$ cat config.mk
export PLATFORM = sky130hd
export DESIGN_NAME = mem_arbiter_flat
export DESIGN_NICKNAME = d
export VERILOG_FILES = /design/src/rtl/mem_arbiter_pkg.sv /design/src/rtl/mem_arbiter_if.sv /design/src/rtl/mem_arbiter_rr_pick2.sv /design/src/rtl/mem_arbiter.sv /design/src/flat_wrapper.sv
export SDC_FILE = /design/constraint.sdc
export NUM_CORES = 1
export LEC_CHECK = 0
export ABC_CLOCK_PERIOD_IN_PS = 3240
export CORE_AREA = 3 3 103 105
export DETAILED_ROUTE_END_ITERATION = 6
export DIE_AREA = 0 0 106 108
export GPL_TIMING_DRIVEN = 1
export PLACE_DENSITY = 0.89
export SLEW_MARGIN = 20
export SYNTH_ARGS = -nofsm -noshare
export SYNTH_HDL_FRONTEND = slang
export SYNTH_SLANG_ARGS = --single-unit
$ cat constraint.sdc
create_clock -name CLK -period 3.24 [get_ports CLK]
set_input_delay 0.648 -clock CLK [delete_from_list [all_inputs] [get_ports CLK]]
set_output_delay 0.648 -clock CLK [all_outputs]
set_load 0.01 [all_outputs]
$ cat src/rtl/mem_arbiter_pkg.sv
// Shared definitions for the I-cache / D-cache memory arbiter.
// Holds the burst geometry, the FSM state encoding, the requester IDs used by
// the round-robin pointer and the line-alignment helper.
package mem_arbiter_pkg;

  localparam int unsigned BURST = 4;   // words per line; power of two, >= 2
  localparam int unsigned AW    = 32;  // byte address width
  localparam int unsigned DW    = 32;  // data width

  localparam int unsigned BeatW = $clog2(BURST);
  // Byte-offset bits inside one line: word index plus the two byte bits.
  localparam int unsigned OffW  = BeatW + 2;

  typedef enum logic [1:0] {
    StIdle   = 2'd0,
    StGrantI = 2'd1,
    StGrantD = 2'd2
  } state_e;

  typedef enum logic {
    ReqI = 1'b0,
    ReqD = 1'b1
  } req_id_e;

  // Clear the in-line offset so a burst always starts at word 0 of its line.
  function automatic logic [AW-1:0] line_base(input logic [AW-1:0] addr);
    logic [AW-1:0] mask;
    mask           = '1;
    mask[OffW-1:0] = '0;
    return addr & mask;
  endfunction

endpackage

$ cat src/rtl/mem_arbiter_if.sv
// Bus bundle between the two caches, the arbiter and the memory model.
//   I-cache : IReq, IAddr -> arbiter;  IAck, IRD <- arbiter
//   D-cache : DReq, DWE, DAddr, DWD -> arbiter;  DAck, DRD <- arbiter
//   memory  : MReq, MWE, MAddr, MWD <- arbiter;  MReady, MRD -> arbiter
// Modport slave is the arbiter's view; master is the caches-plus-memory view.
interface mem_arbiter_if;
  import mem_arbiter_pkg::*;

  logic          IReq;
  logic [AW-1:0] IAddr;
  logic          IAck;
  logic [DW-1:0] IRD;

  logic          DReq;
  logic          DWE;
  logic [AW-1:0] DAddr;
  logic [DW-1:0] DWD;
  logic          DAck;
  logic [DW-1:0] DRD;

  logic          MReq;
  logic          MWE;
  logic [AW-1:0] MAddr;
  logic [DW-1:0] MWD;
  logic          MReady;
  logic [DW-1:0] MRD;

  modport slave (
    input  IReq, IAddr, DReq, DWE, DAddr, DWD, MReady, MRD,
    output IAck, IRD, DAck, DRD, MReq, MWE, MAddr, MWD
  );

  modport master (
    output IReq, IAddr, DReq, DWE, DAddr, DWD, MReady, MRD,
    input  IAck, IRD, DAck, DRD, MReq, MWE, MAddr, MWD
  );

endinterface

$ cat src/rtl/mem_arbiter_rr_pick2.sv
// Combinational two-way round-robin picker.
//   req_i  : request vector, bit 0 = I-cache, bit 1 = D-cache
//   last_i : requester granted most recently
//   gnt_o  : one-hot grant, same bit mapping as req_i
module mem_arbiter_rr_pick2
  import mem_arbiter_pkg::*;
(
  input  logic [1:0] req_i,
  input  req_id_e    last_i,
  output logic [1:0] gnt_o
);

  always_comb begin
    gnt_o = 2'b00;
    unique case (req_i)
      2'b00:   gnt_o = 2'b00;
      2'b01:   gnt_o = 2'b01;
      2'b10:   gnt_o = 2'b10;
      // Tie: the side that did not win last time gets it.
      default: gnt_o = (last_i == ReqI) ? 2'b10 : 2'b01;
    endcase
  end

endmodule

$ cat src/rtl/mem_arbiter.sv
// Burst arbiter sharing one memory port between the I-cache and D-cache.
//   CLK    : clock, rising edge
//   Reset  : asynchronous active-low reset
//   bus_io : cache and memory handshake bundle (arbiter side)
// Each grant runs a fixed BURST-beat, line-aligned transfer; MReq, MWE and
// MAddr are registered, while MWD, the acks and read data are combinational
// from the grant state.
module mem_arbiter
  import mem_arbiter_pkg::*;
(
  input  logic          CLK,
  input  logic          Reset,
  mem_arbiter_if.slave  bus_io
);

  localparam logic [BeatW-1:0] LastBeat = BeatW'(BURST - 1);

  state_e           state_q, state_d;
  req_id_e          last_q, last_d;
  logic [BeatW-1:0] beat_q, beat_d;
  logic             mreq_q, mreq_d;
  logic             mwe_q, mwe_d;
  logic [AW-1:0]    maddr_q, maddr_d;
  logic [1:0]       gnt;

  mem_arbiter_rr_pick2 u_pick (
    .req_i  ({bus_io.DReq, bus_io.IReq}),
    .last_i (last_q),
    .gnt_o  (gnt)
  );

  always_comb begin
    state_d = state_q;
    last_d  = last_q;
    beat_d  = beat_q;
    mreq_d  = mreq_q;
    mwe_d   = mwe_q;
    maddr_d = maddr_q;

    unique case (state_q)
      StIdle: begin
        if (gnt == 2'b10) begin
          state_d = StGrantD;
          mreq_d  = 1'b1;
          mwe_d   = bus_io.DWE;
          maddr_d = line_base(bus_io.DAddr);
          beat_d  = '0;
        end else if (gnt == 2'b01) begin
          state_d = StGrantI;
          mreq_d  = 1'b1;
          mwe_d   = 1'b0;
          maddr_d = line_base(bus_io.IAddr);
          beat_d  = '0;
        end
      end

      StGrantI, StGrantD: begin
        // Requests are not looked at here: a started burst always completes.
        if (bus_io.MReady) begin
          if (beat_q == LastBeat) begin
            state_d = StIdle;
            last_d  = (state_q == StGrantD) ? ReqD : ReqI;
            beat_d  = '0;
            mreq_d  = 1'b0;
            mwe_d   = 1'b0;
            maddr_d = '0;
          end else begin
            beat_d  = beat_q + BeatW'(1);
            // Base is line-aligned, so stepping by one word equals base + 4*beat.
            maddr_d = maddr_q + AW'(4);
          end
        end
      end

      default: begin
        state_d = StIdle;
        mreq_d  = 1'b0;
        mwe_d   = 1'b0;
      end
    endcase
  end

  always_ff @(posedge CLK or negedge Reset) begin
    if (!Reset) begin
      state_q <= StIdle;
      last_q  <= ReqI;
      beat_q  <= '0;
      mreq_q  <= 1'b0;
      mwe_q   <= 1'b0;
      maddr_q <= '0;
    end else begin
      state_q <= state_d;
      last_q  <= last_d;
      beat_q  <= beat_d;
      mreq_q  <= mreq_d;
      mwe_q   <= mwe_d;
      maddr_q <= maddr_d;
    end
  end

  assign bus_io.MReq  = mreq_q;
  assign bus_io.MWE   = mwe_q;
  assign bus_io.MAddr = maddr_q;
  assign bus_io.MWD   = (state_q == StGrantD) ? bus_io.DWD : '0;
  assign bus_io.IAck  = bus_io.MReady & (state_q == StGrantI);
  assign bus_io.DAck  = bus_io.MReady & (state_q == StGrantD);
  assign bus_io.IRD   = bus_io.MRD;
  assign bus_io.DRD   = bus_io.MRD;

endmodule

$ cat src/flat_wrapper.sv
// flat-port wrapper written by rule: the top's interface ports become plain ports
module mem_arbiter_flat import mem_arbiter_pkg::*;
  (CLK, Reset, bus_io_IReq, bus_io_IAddr, bus_io_DReq, bus_io_DWE, bus_io_DAddr, bus_io_DWD, bus_io_MReady, bus_io_MRD, bus_io_IAck, bus_io_IRD, bus_io_DAck, bus_io_DRD, bus_io_MReq, bus_io_MWE, bus_io_MAddr, bus_io_MWD);
  mem_arbiter_if bus_io_i ();
  input  logic CLK;
  input  logic Reset;
  input wire logic [$bits(bus_io_i.IReq)-1:0] bus_io_IReq;
  input wire logic [$bits(bus_io_i.IAddr)-1:0] bus_io_IAddr;
  input wire logic [$bits(bus_io_i.DReq)-1:0] bus_io_DReq;
  input wire logic [$bits(bus_io_i.DWE)-1:0] bus_io_DWE;
  input wire logic [$bits(bus_io_i.DAddr)-1:0] bus_io_DAddr;
  input wire logic [$bits(bus_io_i.DWD)-1:0] bus_io_DWD;
  input wire logic [$bits(bus_io_i.MReady)-1:0] bus_io_MReady;
  input wire logic [$bits(bus_io_i.MRD)-1:0] bus_io_MRD;
  output wire logic [$bits(bus_io_i.IAck)-1:0] bus_io_IAck;
  output wire logic [$bits(bus_io_i.IRD)-1:0] bus_io_IRD;
  output wire logic [$bits(bus_io_i.DAck)-1:0] bus_io_DAck;
  output wire logic [$bits(bus_io_i.DRD)-1:0] bus_io_DRD;
  output wire logic [$bits(bus_io_i.MReq)-1:0] bus_io_MReq;
  output wire logic [$bits(bus_io_i.MWE)-1:0] bus_io_MWE;
  output wire logic [$bits(bus_io_i.MAddr)-1:0] bus_io_MAddr;
  output wire logic [$bits(bus_io_i.MWD)-1:0] bus_io_MWD;
  assign bus_io_i.IReq = bus_io_IReq;
  assign bus_io_i.IAddr = bus_io_IAddr;
  assign bus_io_i.DReq = bus_io_DReq;
  assign bus_io_i.DWE = bus_io_DWE;
  assign bus_io_i.DAddr = bus_io_DAddr;
  assign bus_io_i.DWD = bus_io_DWD;
  assign bus_io_i.MReady = bus_io_MReady;
  assign bus_io_i.MRD = bus_io_MRD;
  assign bus_io_IAck = bus_io_i.IAck;
  assign bus_io_IRD = bus_io_i.IRD;
  assign bus_io_DAck = bus_io_i.DAck;
  assign bus_io_DRD = bus_io_i.DRD;
  assign bus_io_MReq = bus_io_i.MReq;
  assign bus_io_MWE = bus_io_i.MWE;
  assign bus_io_MAddr = bus_io_i.MAddr;
  assign bus_io_MWD = bus_io_i.MWD;
  mem_arbiter u_core (.CLK(CLK), .Reset(Reset), .bus_io(bus_io_i));
endmodule
==> results.py <==
metrics = {
    "global_route": {
        "grt_antenna_before_repair": 1,
        "grt_pass1_wl_um": 18200,
        "grt_usage_pct": 20.1,
        "grt_overflow_total": 0,
        "grt_start_max_net_pins": 38,
        "grt_pass1_vias": 3311,
    },
    "worst_setup_path": {
        "rr_startpoint": "u_core.state_q[1]",
        "arrival_ns": 2.33,
        "critPathRequiredTime_ns": 2.59,
        "reg2regPathDepth": 7,
        "rrSetupSlack_ns": 0.66,
        "slowest_stage": "ha_1",
        "critPathMaxFanout": 34,
        "critPathBufInv": 2,
        "crit_type": "flop to primary output",
        "path_cells": "inv_1 -> ha_1 -> and2_1 -> clkdlybuf4s50_1",
        "crit_family": "buffers and inverters",
        "start_kind": "flop",
        "r2r_end": "u_core.bus_io.MAddr[30]",
        "worst_path_largest_cell_delay_ns": 0.69,
        "cp-end-kind": "primary output",
    },
    "yosys": {
        "ys_types": 49,
        "synthTopCellsByCount": "nand2_1 (69), buf_4 (67), dfrtp_1 (37), and2_1 (35), o21ai_0 (24)",
        "syn-cell-area_sq_um": 3320,
        "synth_most_common_cell": "nand2_1",
        "synth_top_cell_by_area": "dfrtp_1",
        "yosysTopAreaCellShare_pct": 27.9,
        "async_reset_ff_share_pct": 100,
        "ys_seq_area_share_pct": 27.9,
        "avgSynthCellArea_sq_um": 7.95,
        "ys.flop_type": "dfrtp_1",
        "synth_cells": 417,
        "ys_ff_latch": 37,
        "yosys_warnings": 0,
        "synth.area.top_cells": "dfrtp_1 (28%), buf_4 (15%), nand2_1 (7.8%), and2_1 (6.6%), mux2i_1 (4.2%)",
        "synth_edf_count": 0,
    },
    "clock_network": {
        "clk_pin_slew_worst_paths_ns": 0.08,
        "post_cts_buffers": 0,
        "cts_tree": "done",
        "cts_buffer_depth": 2,
        "clock-sinks": 37,
        "cts_buffers": 5,
        "cts_root_buf": "clkbuf_8",
        "cts-resized-gates": 0,
        "cts_hold_buffers": 0,
        "worstSkewPairLatency_ns": 0.29,
        "htreeDepth": 2,
    },
    "timing": {
        "slew_violations": 0,
        "timing.hold.ws_ns": 0.461,
        "clock_skew_ns": 0.00544,
        "relSlewSlack_pct": 42.5,
        "rsz0062_at_grt": "no",
        "tightest_slew_ns": 0.863,
        "setup_viol": 0,
        "setup_slack_ns": 0.266,
        "period_share_pct": 91.8,
        "setup-tns-final_ns": 0,
        "fin_crit_ns": 2.97,
        "finalHoldViolCount": 0,
        "max_clock_freq_ghz": 0.336,
    },
    "power": {
        "clockPowerShare_pct": 10.9,
        "ir_drop_mv": 0.323,
        "power_switching_w": 0.00171,
        "comb_power_share_pct": 61.9,
        "intPower_w": 0.00205,
        "sw_frac_of_total_pct": 45.4,
        "power_frac_seq_pct": 27.2,
        "p_leak_nw": 1.89,
        "cellPowerDensity_nw_per_um2": 805,
    },
    "floorplan": {
        "core_sq_um": 9730,
        "die_h_um": 108,
        "placement_rows": 36,
        "die_area_sq_um": 11400,
        "start_util_pct": 34.1,
        "die_w_um": 106,
        "io_pins": 266,
    },
    "route": {
        "antenna_left": 0,
        "highest_layer": "met4",
        "m1WireLength_um": 4480,
        "dr.pass1.iters": 4,
        "drt_iter0_markers": 257,
        "drt-total-wl_um": 12000,
        "vias": 3344,
        "vias_per_cell": 5.23,
        "routed-wl-met2_um": 6390,
        "wl_met3_um": 886,
        "wire_per_inst_um": 18.7,
        "drc": 0,
    },
    "placed_design": {
        "place_hpwl_um": 9350,
        "place_area_sq_um": 4550,
        "port_buffers": 159,
        "place.gp.congestion": 0.854,
        "pre_cts_ws_ns": 0.532,
    },
    "finish": {
        "syn2layout_area_growth_pct": 40.8,
        "num-fill-cells": 929,
        "layout.nets": 644,
        "final_area_sq_um": 4670,
        "drive_gt1_share_pct": 5.94,
    },
    "flow_run": {
        "cap_violations": 0,
    },
    "hold_path": {
        "hold_class": "input pin to async pin",
    },
    "run_status": {
        "status": "completed",
    },
}
cell type report:
| cell class | count | area (sq um) | share of cell area [%] |
|---|---|---|---|
| multi-input combinational | 285 | 1770 | 37.9 |
| timing repair buffer | 167 | 1660 | 35.5 |
| sequential | 37 | 926 | 19.8 |
| tap | 133 | 166 | 3.56 |
| clock buffer | 5 | 68.8 | 1.47 |
| clock inverter | 3 | 46.3 | 0.991 |
| inverter | 8 | 30.0 | 0.643 |
| antenna | 1 | 2.50 | 0.0536 |
worst max-delay path by stage:
stage / startpoint / to / cells past startpoint
2_1_floorplan: u_core.state_q[0] / u_core.bus_io.MAddr[18] / 8
3_3_place_gp: bus_io_MReady / u_core.bus_io.MAddr[18] / 6
3_5_place_dp: bus_io_MReady / u_core.bus_io.MAddr[18] / 6
4_1_cts: u_core.state_q[0] / bus_io_MWD[9] / 4
5_1_grt: u_core.state_q[0] / bus_io_MWD[9] / 4
6_report: u_core.state_q[0] / bus_io_MWD[9] / 4
layer usage:
layer / track usage, % / up-vias
li1: - / 1579
met1: 21.8 / 1593
met2: 38.5 / 138
met3: 5.37 / 34
met4: 5.74 / 0
met5: 0 / -
layout by cell type (no fill, tap or decap), types with 2 or more instances in the layout:
| cell type | count |
|---|---|
| o311ai_1 | 8 |
| ha_1 | 6 |
| nor3_1 | 5 |
| and4_1 | 2 |
| a21oi_1 | 19 |
| a31oi_1 | 3 |
| nor2_1 | 11 |
| and2_1 | 35 |
| buf_4 | 7 |
| nand3_1 | 20 |
| o32ai_1 | 2 |
| nor2b_1 | 2 |
| or3_1 | 4 |
| dfrtp_1 | 37 |
| nor4_4 | 2 |
| and3_1 | 6 |
| nand4_1 | 11 |
| conb_1 | 2 |
| o21ai_0 | 24 |
| nand2_1 | 69 |
| mux2_2 | 2 |
| mux2i_1 | 14 |
| clkbuf_8 | 5 |
| a22oi_1 | 3 |
| o211ai_1 | 10 |
| clkdlybuf4s50_1 | 158 |
| inv_1 | 8 |
| o32a_1 | 6 |
cell families (layout without fill, tap and decap cells):
| kind of cell | count (synthesis) | after routing | share of synthesized area [%] |
|---|---|---|---|
| flip-flops | 37 | 37 | 27.9 |
| other | 1 | 3 | 0.113 |
| buffers and inverters | 96 | 183 | 19.1 |
| multiplexers | 16 | 16 | 4.91 |
| adder cells (fa/ha/maj) | 6 | 6 | 2.26 |
| AO/OA/AOI/OAI | 85 | 85 | 17.2 |
| AND/OR/NAND/NOR | 176 | 176 | 28.4 |
power by group through the flow:
stage / clock network (W) / logic [W] / registers, W
floorplan: 0 / 0.00129 / 0.00103
global placement: 0 / 0.00224 / 0.000994
detailed placement: 0 / 0.00233 / 0.00102
CTS: 0.000414 / 0.00234 / 0.00102
global route: 0.000444 / 0.00254 / 0.00106
finish: 0.000410 / 0.00233 / 0.00102
registers in the layout, summed over array words and instances (netlist names):
register,cells
u_core.state_q,2
u_core.last_q,1
u_core.bus_io.MReq,1
u_core.bus_io.MWE,1
u_core.beat_q,2
u_core.bus_io.MAddr,30
stage by stage:
stage,utilization [%],power [W],instances
after floorplan,-,0.00231,418
after global placement,46.8,0.00324,630
after detailed placement,46.8,0.00335,630
after CTS,48.0,0.00377,638
after global routing,48.0,0.00405,639
final,48.0,0.00376,639
Note: power is estimated with default switching activity, not from simulation.
